## src/rtl/synapse_accumulator.sv

```systemverilog
// ---------------------------------------------------------------------------
// synapse_accumulator
//
// Per-timestep synaptic current integrator for the LIF neuron stage.
// A timestep start latches the presynaptic spike vector. The block then walks
// the synapses one per cycle and adds the programmed weight of every active
// synapse into a saturating accumulator. The result is presented as a single
// registered one-cycle current pulse. The current is zero in every other
// cycle, so the neuron can add it unconditionally each cycle and still
// integrate each timestep exactly once.
//
// Parameters:
//   DATA_LENGTH  width of the output current (neuron data width)
//   NUM_SYN      number of presynaptic inputs (>= 2)
//   WEIGHT_W     unsigned weight width (<= DATA_LENGTH)
//   ADDR_W       weight address width
//
// Ports:
//   i_clk            clock, rising edge
//   i_rst            synchronous active-high reset
//   i_step_start     timestep start request, honoured only when idle
//   i_pre_spikes     presynaptic spike bits, latched with an accepted start
//   i_w_we           weight write enable (legal in any state)
//   i_w_addr         weight index; indices >= NUM_SYN are ignored
//   i_w_data         unsigned weight value
//   o_current        registered synaptic current, zero outside the pulse
//   o_current_valid  one-cycle pulse marking the result
//   o_sat            pulses with o_current_valid if the sum clamped
//   o_busy           high while synapses are being accumulated
// ---------------------------------------------------------------------------
module synapse_accumulator #(
    parameter int DATA_LENGTH = 32,
    parameter int NUM_SYN     = 8,
    parameter int WEIGHT_W    = 16,
    parameter int ADDR_W      = $clog2(NUM_SYN)
) (
    input  logic                   i_clk,
    input  logic                   i_rst,
    input  logic                   i_step_start,
    input  logic [NUM_SYN-1:0]     i_pre_spikes,
    input  logic                   i_w_we,
    input  logic [ADDR_W-1:0]      i_w_addr,
    input  logic [WEIGHT_W-1:0]    i_w_data,
    output logic [DATA_LENGTH-1:0] o_current,
    output logic                   o_current_valid,
    output logic                   o_sat,
    output logic                   o_busy
);

    typedef enum logic [0:0] {
        IDLE  = 1'b0,
        ACCUM = 1'b1
    } state_t;

    localparam logic [ADDR_W-1:0]      LAST_IDX    = ADDR_W'(NUM_SYN - 1);
    localparam logic [DATA_LENGTH-1:0] MAX_CURRENT = '1;

    state_t                 state;
    state_t                 state_next;

    logic [WEIGHT_W-1:0]    weights [NUM_SYN];
    logic [NUM_SYN-1:0]     spk;
    logic [ADDR_W-1:0]      idx;
    logic [DATA_LENGTH-1:0] acc;
    logic                   sat_sticky;

    logic [DATA_LENGTH-1:0] term;
    logic [DATA_LENGTH:0]   sum_wide;
    logic                   clamp_now;
    logic [DATA_LENGTH-1:0] sum_sat;
    logic                   last_syn;

    // -----------------------------------------------------------------------
    // Weight bank. Each register compares the write address against its own
    // index, so an out-of-range address simply matches nothing. A same-cycle
    // read of the entry being written sees the old contents, because the
    // datapath reads the registered value.
    // -----------------------------------------------------------------------
    always_ff @(posedge i_clk) begin
        if (i_rst) begin
            for (int i = 0; i < NUM_SYN; i++) begin
                weights[i] <= '0;
            end
        end else if (i_w_we) begin
            for (int i = 0; i < NUM_SYN; i++) begin
                if (i_w_addr == ADDR_W'(i)) begin
                    weights[i] <= i_w_data;
                end
            end
        end
    end

    // -----------------------------------------------------------------------
    // Saturating add of the current synapse's contribution. The sum is one
    // bit wider than the accumulator, and its carry bit is the clamp
    // indicator. Once the accumulator sits at max, further nonzero terms
    // clamp again, so it stays pinned for the rest of the step.
    // -----------------------------------------------------------------------
    always_comb begin
        term = '0;
        if (spk[idx]) begin
            term = DATA_LENGTH'(weights[idx]);
        end
        sum_wide  = {1'b0, acc} + {1'b0, term};
        clamp_now = sum_wide[DATA_LENGTH];
        sum_sat   = clamp_now ? MAX_CURRENT : sum_wide[DATA_LENGTH-1:0];
    end

    assign last_syn = (state == ACCUM) && (idx == LAST_IDX);

    // -----------------------------------------------------------------------
    // FSM state register.
    // -----------------------------------------------------------------------
    always_ff @(posedge i_clk) begin
        if (i_rst) begin
            state <= IDLE;
        end else begin
            state <= state_next;
        end
    end

    // -----------------------------------------------------------------------
    // FSM next-state logic. A start request seen while accumulating is
    // dropped rather than queued. The step returns to IDLE on the last
    // synapse, so the valid cycle is already idle and can accept a new start.
    // -----------------------------------------------------------------------
    always_comb begin
        state_next = state;
        case (state)
            IDLE: begin
                if (i_step_start) begin
                    state_next = ACCUM;
                end
            end
            ACCUM: begin
                if (idx == LAST_IDX) begin
                    state_next = IDLE;
                end
            end
            default: state_next = IDLE;
        endcase
    end

    // -----------------------------------------------------------------------
    // FSM outputs.
    // -----------------------------------------------------------------------
    always_comb begin
        o_busy = (state == ACCUM);
    end

    // -----------------------------------------------------------------------
    // Step datapath. The spike vector is captured once at the start, so input
    // changes during the step are invisible. On the last synapse, the
    // accumulator is not updated: the final sum goes straight to the output
    // register, and the next start clears everything anyway.
    // -----------------------------------------------------------------------
    always_ff @(posedge i_clk) begin
        if (i_rst) begin
            spk        <= '0;
            idx        <= '0;
            acc        <= '0;
            sat_sticky <= 1'b0;
        end else begin
            case (state)
                IDLE: begin
                    if (i_step_start) begin
                        spk        <= i_pre_spikes;
                        idx        <= '0;
                        acc        <= '0;
                        sat_sticky <= 1'b0;
                    end
                end
                ACCUM: begin
                    if (last_syn) begin
                        idx <= '0;
                    end else begin
                        idx        <= idx + 1'b1;
                        acc        <= sum_sat;
                        sat_sticky <= sat_sticky | clamp_now;
                    end
                end
                default: begin
                end
            endcase
        end
    end

    // -----------------------------------------------------------------------
    // Registered result pulse. Every cycle except the one after the last
    // synapse drives zeros. This lets the neuron add o_current without
    // gating it by o_current_valid.
    // -----------------------------------------------------------------------
    always_ff @(posedge i_clk) begin
        if (i_rst) begin
            o_current       <= '0;
            o_current_valid <= 1'b0;
            o_sat           <= 1'b0;
        end else if (last_syn) begin
            o_current       <= sum_sat;
            o_current_valid <= 1'b1;
            o_sat           <= sat_sticky | clamp_now;
        end else begin
            o_current       <= '0;
            o_current_valid <= 1'b0;
            o_sat           <= 1'b0;
        end
    end

    // The result is a strict single-cycle pulse, and nothing leaks outside it.
    pulse_single : assert property (@(posedge i_clk) disable iff (i_rst)
        o_current_valid |=> !o_current_valid);

    quiet_outside_pulse : assert property (@(posedge i_clk) disable iff (i_rst)
        !o_current_valid |-> (o_current == '0 && !o_sat));

    idle_during_pulse : assert property (@(posedge i_clk) disable iff (i_rst)
        o_current_valid |-> !o_busy);

endmodule

```

## config.mk

```make
export PLATFORM = sky130hd
export DESIGN_NAME = synapse_accumulator
export DESIGN_NICKNAME = d
export VERILOG_FILES = /design/src/rtl/synapse_accumulator.sv
export SDC_FILE = /design/constraint.sdc
export NUM_CORES = 1
export LEC_CHECK = 0
export BUFFER_PORTS_ARGS = -buffer_cell sky130_fd_sc_hd__buf_4
export CORE_ASPECT_RATIO = 0.5
export CORE_MARGIN = 2
export CORE_UTILIZATION = 30
export CTS_CLUSTER_DIAMETER = 80
export DETAILED_ROUTE_END_ITERATION = 10
export PLACE_DENSITY = 0.44
export SLEW_MARGIN = 20
export SYNTH_ARGS = -nofsm -noshare
export SYNTH_HDL_FRONTEND = slang
export SYNTH_SLANG_ARGS = --single-unit
```

## constraint.sdc

```tcl
create_clock -name i_clk -period 5.8 [get_ports i_clk]
set_input_delay 0.87 -clock i_clk [delete_from_list [all_inputs] [get_ports i_clk]]
set_output_delay 0.87 -clock i_clk [all_outputs]
set_load 0.01 [all_outputs]
```

==> metrics.md <==
| Metric | Value |
|---|---|
| Total vias in the final route | `6659` |
| DR WL met3 | `~1.1 mm` |
| Critical Path RT | `6220 ps` |
| Area delta synth->final | `17.4%` |
| Async SR Flop Fraction | `0%` |
| Worst IR drop on VDD | `0.154 mV` |
| Max layer used | `met4` |
| Clock tree buffer depth | `3` |
| Fillers | `roughly 3100` |
| H-Tree Depth | `1` |
| Initial antenna violation count | `0` |
| Antenna Cells | `0` |
| Synth Net Count | `892` |
| Layout cell share with drive strength beyond 1 | `about a fifth` |
| Ports | `between 60 and 70` |
| RSZ-0062 raised after global routing | `false` |
| Post-synth top area share | `roughly 40%` |
| Setup TNS | `0 ps` |
| Yosys warns | `0` |
| Crit path capture type | `register` |
| Nets@finish | `~950` |
| CP peak stage delay | `about 870 ps` |
| Core area | `31700 µm²` |
| Type of origin of the critical path | `register` |
| Drt pass-1 iters | `5` |
| Cells after synthesis | `842` |
| Synth area leaders | `edfxtp_1 40%, dfxtp_1 17%, mux4_2 7.9%` |
| Worst skew pair latency | `around 520 ps` |
| Worst hold path type | `reg -> reg` |
| Row count | `between 40 and 50` |
| CP Max Fanout | `24` |
| Grt total ovfl | `0` |
| Port Buffers | `65` |
| GP Congestion | `0.843` |
| CP max stage cell | `dfxtp_1` |
| Static Leakage | `between 4 and 5 nW` |
| Synth Area per Inst | `about 11 µm²` |
| Clock-pin slew on the worst setup and hold paths | `around 60 ps` |
| DR DRC count | `0` |
| Utilization after layout | `roughly 36%` |
| Resized Gates After CTS | `0` |
| Metal-1 WL | `approximately 12 mm` |
| Sequential area share after synthesis | `~57%` |
| Largest net degree at the start of global routing | `just over 60` |
| Final min period | `4570 ps` |
| Top-count cell post-synth | `nor2_1` |
| Crit path max-delay family | `compound AO/OA/AOI/OAI gates` |
| Max_cap viols | `0` |
| DRT iter0 DRCs | `~460` |
| Via-to-Cell Ratio | `4.95` |
| Flops & latches, synth | `210` |
| Setup violation total in the final timing report | `0` |
| Drt total wl | `~26 mm` |
| Vias in the first global route | `approximately 7000` |
| Worst path buffer plus inverter count | `1` |
| Max-slew violations | `0` |
| Routed length per placed instance | `19.5 µm` |
| Routed Antenna Nets | `0` |
| Hold Path Origin | `sat_sticky` |
| Tot GR Track Use | `15.8%` |
| WS Path Type | `reg -> reg` |
| Tcrit/Tclk final | `78.7%` |
| Commonest cells post-synth | `163 x nor2_1, 128 x edfxtp_1, 82 x dfxtp_1, 52 x a21oi_1, 49 x nand2_1` |
| Worst-Margin Slew | `approximately 1100 ps` |
| CTS buffer count | `23` |
| EDFF count, synth | `about 130` |
| Setup Fix Bufs, Post-CTS | `0` |
| Arr. time, crit path | `4980 ps` |
| Rel. slew slack | `26.5%` |
| CTS tree | `done` |
| # hold bufs at CTS | `0` |
| Detailed Place HPWL | `approximately 17 mm` |
| Worst Skew | `8.99 ps` |
| Ys flop type | `edfxtp_1` |
| Metal2 WL | `12.3 mm` |
| Synthesized cell area | `between 9000 and 10000 µm²` |
| Total clock sinks | `210` |
| Peak Freq | `between 200 and 250 MHz` |
| First-pass GRT wire length | `40.7 mm` |
| Die width | `about 260 µm` |
| Distinct cells, synth | `70` |
| Starting Density | `a little under a third` |
| CTS root buf | `clkbuf_16` |
| Pwr Density | `between 300 and 400 nW/µm²` |
| Cell breakdown of the critical path | `buf_4 > mux4_2 > mux2i_1 > nor2_1 > ha_1 > a221oi_2 > o21ai_1 > a221o_1 > o31ai_4 > or3_4 > o21ai_0 > a22o_1` |
| Hold Fails Final Rpt | `0` |
| Die Area | `33800 µm²` |
| Die span in y | `roughly 130 µm` |
| Synth area leader | `edfxtp_1` |
| Status | `completed` |
==> stage by stage <==
| stage | power, mW | cell area, µm² | hold slack (ps) | setup WS (ps) | std cells |
|---|---|---|---|---|---|
| 3_5_place_dp | 2.00 | 10600 | 454 | 1180 | 1304 |
| 2_1_floorplan | 1.89 | 9680 | 432 | 2020 | 842 |
| 6_report | 3.45 | 11400 | 454 | 1230 | 1345 |
| 3_3_place_gp | 1.99 | 10600 | 443 | 1250 | 1304 |
| 5_1_grt | 3.58 | 11400 | 483 | 779 | 1345 |
| 4_1_cts | 3.49 | 11400 | 463 | 1200 | 1345 |
==> area by class of cell <==
class / instances / area [µm²] / share of cell area (%)
flip-flops and latches: 210 / 5490 / 48.3
multi-input cells: 562 / 3900 / 34.3
clock buffers: 29 / 618 / 5.44
repair buffers: 78 / 598 / 5.26
well taps: 432 / 541 / 4.76
clock inverters: 12 / 136 / 1.20
inverters: 22 / 82.6 / 0.727
==> layout by cell type, fill, tap and decap left out, drive strengths merged, types with 7 or more instances in the layout <==
master and count:
nor2 165, edfxtp 128, dfxtp 82, buf 78
a21oi 62, nand2 49, mux4 34, clkbuf 29
nand2b 27, inv 23, o21ai 20, mux2i 19
nand3 18, ha 18, nor3 18, a211oi 15
a21o 13, xor2 11, and3 10, clkinv 8
xnor2 7
==> worst paths after layout <==
check / cells past startpoint / slack, ps / endpoint
worst max-delay path: 12 / 1230 / acc[18]
worst min-delay path: 2 / 450 / sat_sticky
worst max register to register: 12 / 1230 / acc[18]
worst min register to register: 2 / 450 / sat_sticky
==> flip-flops by register name, indices dropped and copies added (netlist names), named ones only <==
signal	cells
weights	128
o_busy	1
acc	32
sat_sticky	1
o_current_valid	1
spk	8
idx	3
o_current	32
o_sat	1
==> per-layer routing <==
metal,up-vias,GRT usage [%]
li1,3186,-
met1,3288,21.4
met2,138,26.6
met3,47,2.64
met4,0,4.28
met5,-,0
==> worst reg2reg max path: stages, from the launching register on <==
cell,delay (ps)
dfxtp_1,870
buf_4,360
mux4_2,330
mux2i_1,190
nor2_1,80
ha_1,420
a221oi_2,280
o21ai_1,120
a221o_1,360
o31ai_4,610
or3_4,470
o21ai_0,150
a22o_1,240
==> power by group <==
group	total (mW)	switching [mW]	leakage [nW]	internal (mW)
Clock	1.49	0.601	0.369	0.886
Sequential	1.69	0.0317	1.90	1.66
Combinational	0.264	0.162	1.80	0.103
==> kinds of logic after synthesis <==
kind of cell	after synthesis	synth area share [%]
multiplexers	53	9.88
flip-flops	210	56.7
AND/OR/NAND/NOR	317	15.1
XOR/XNOR	18	1.63
buffers and inverters	70	3.06
adder cells (fa/ha/maj)	19	2.53
AO/OA/AOI/OAI	155	11.1
Note: power is estimated with default switching activity, not from simulation.
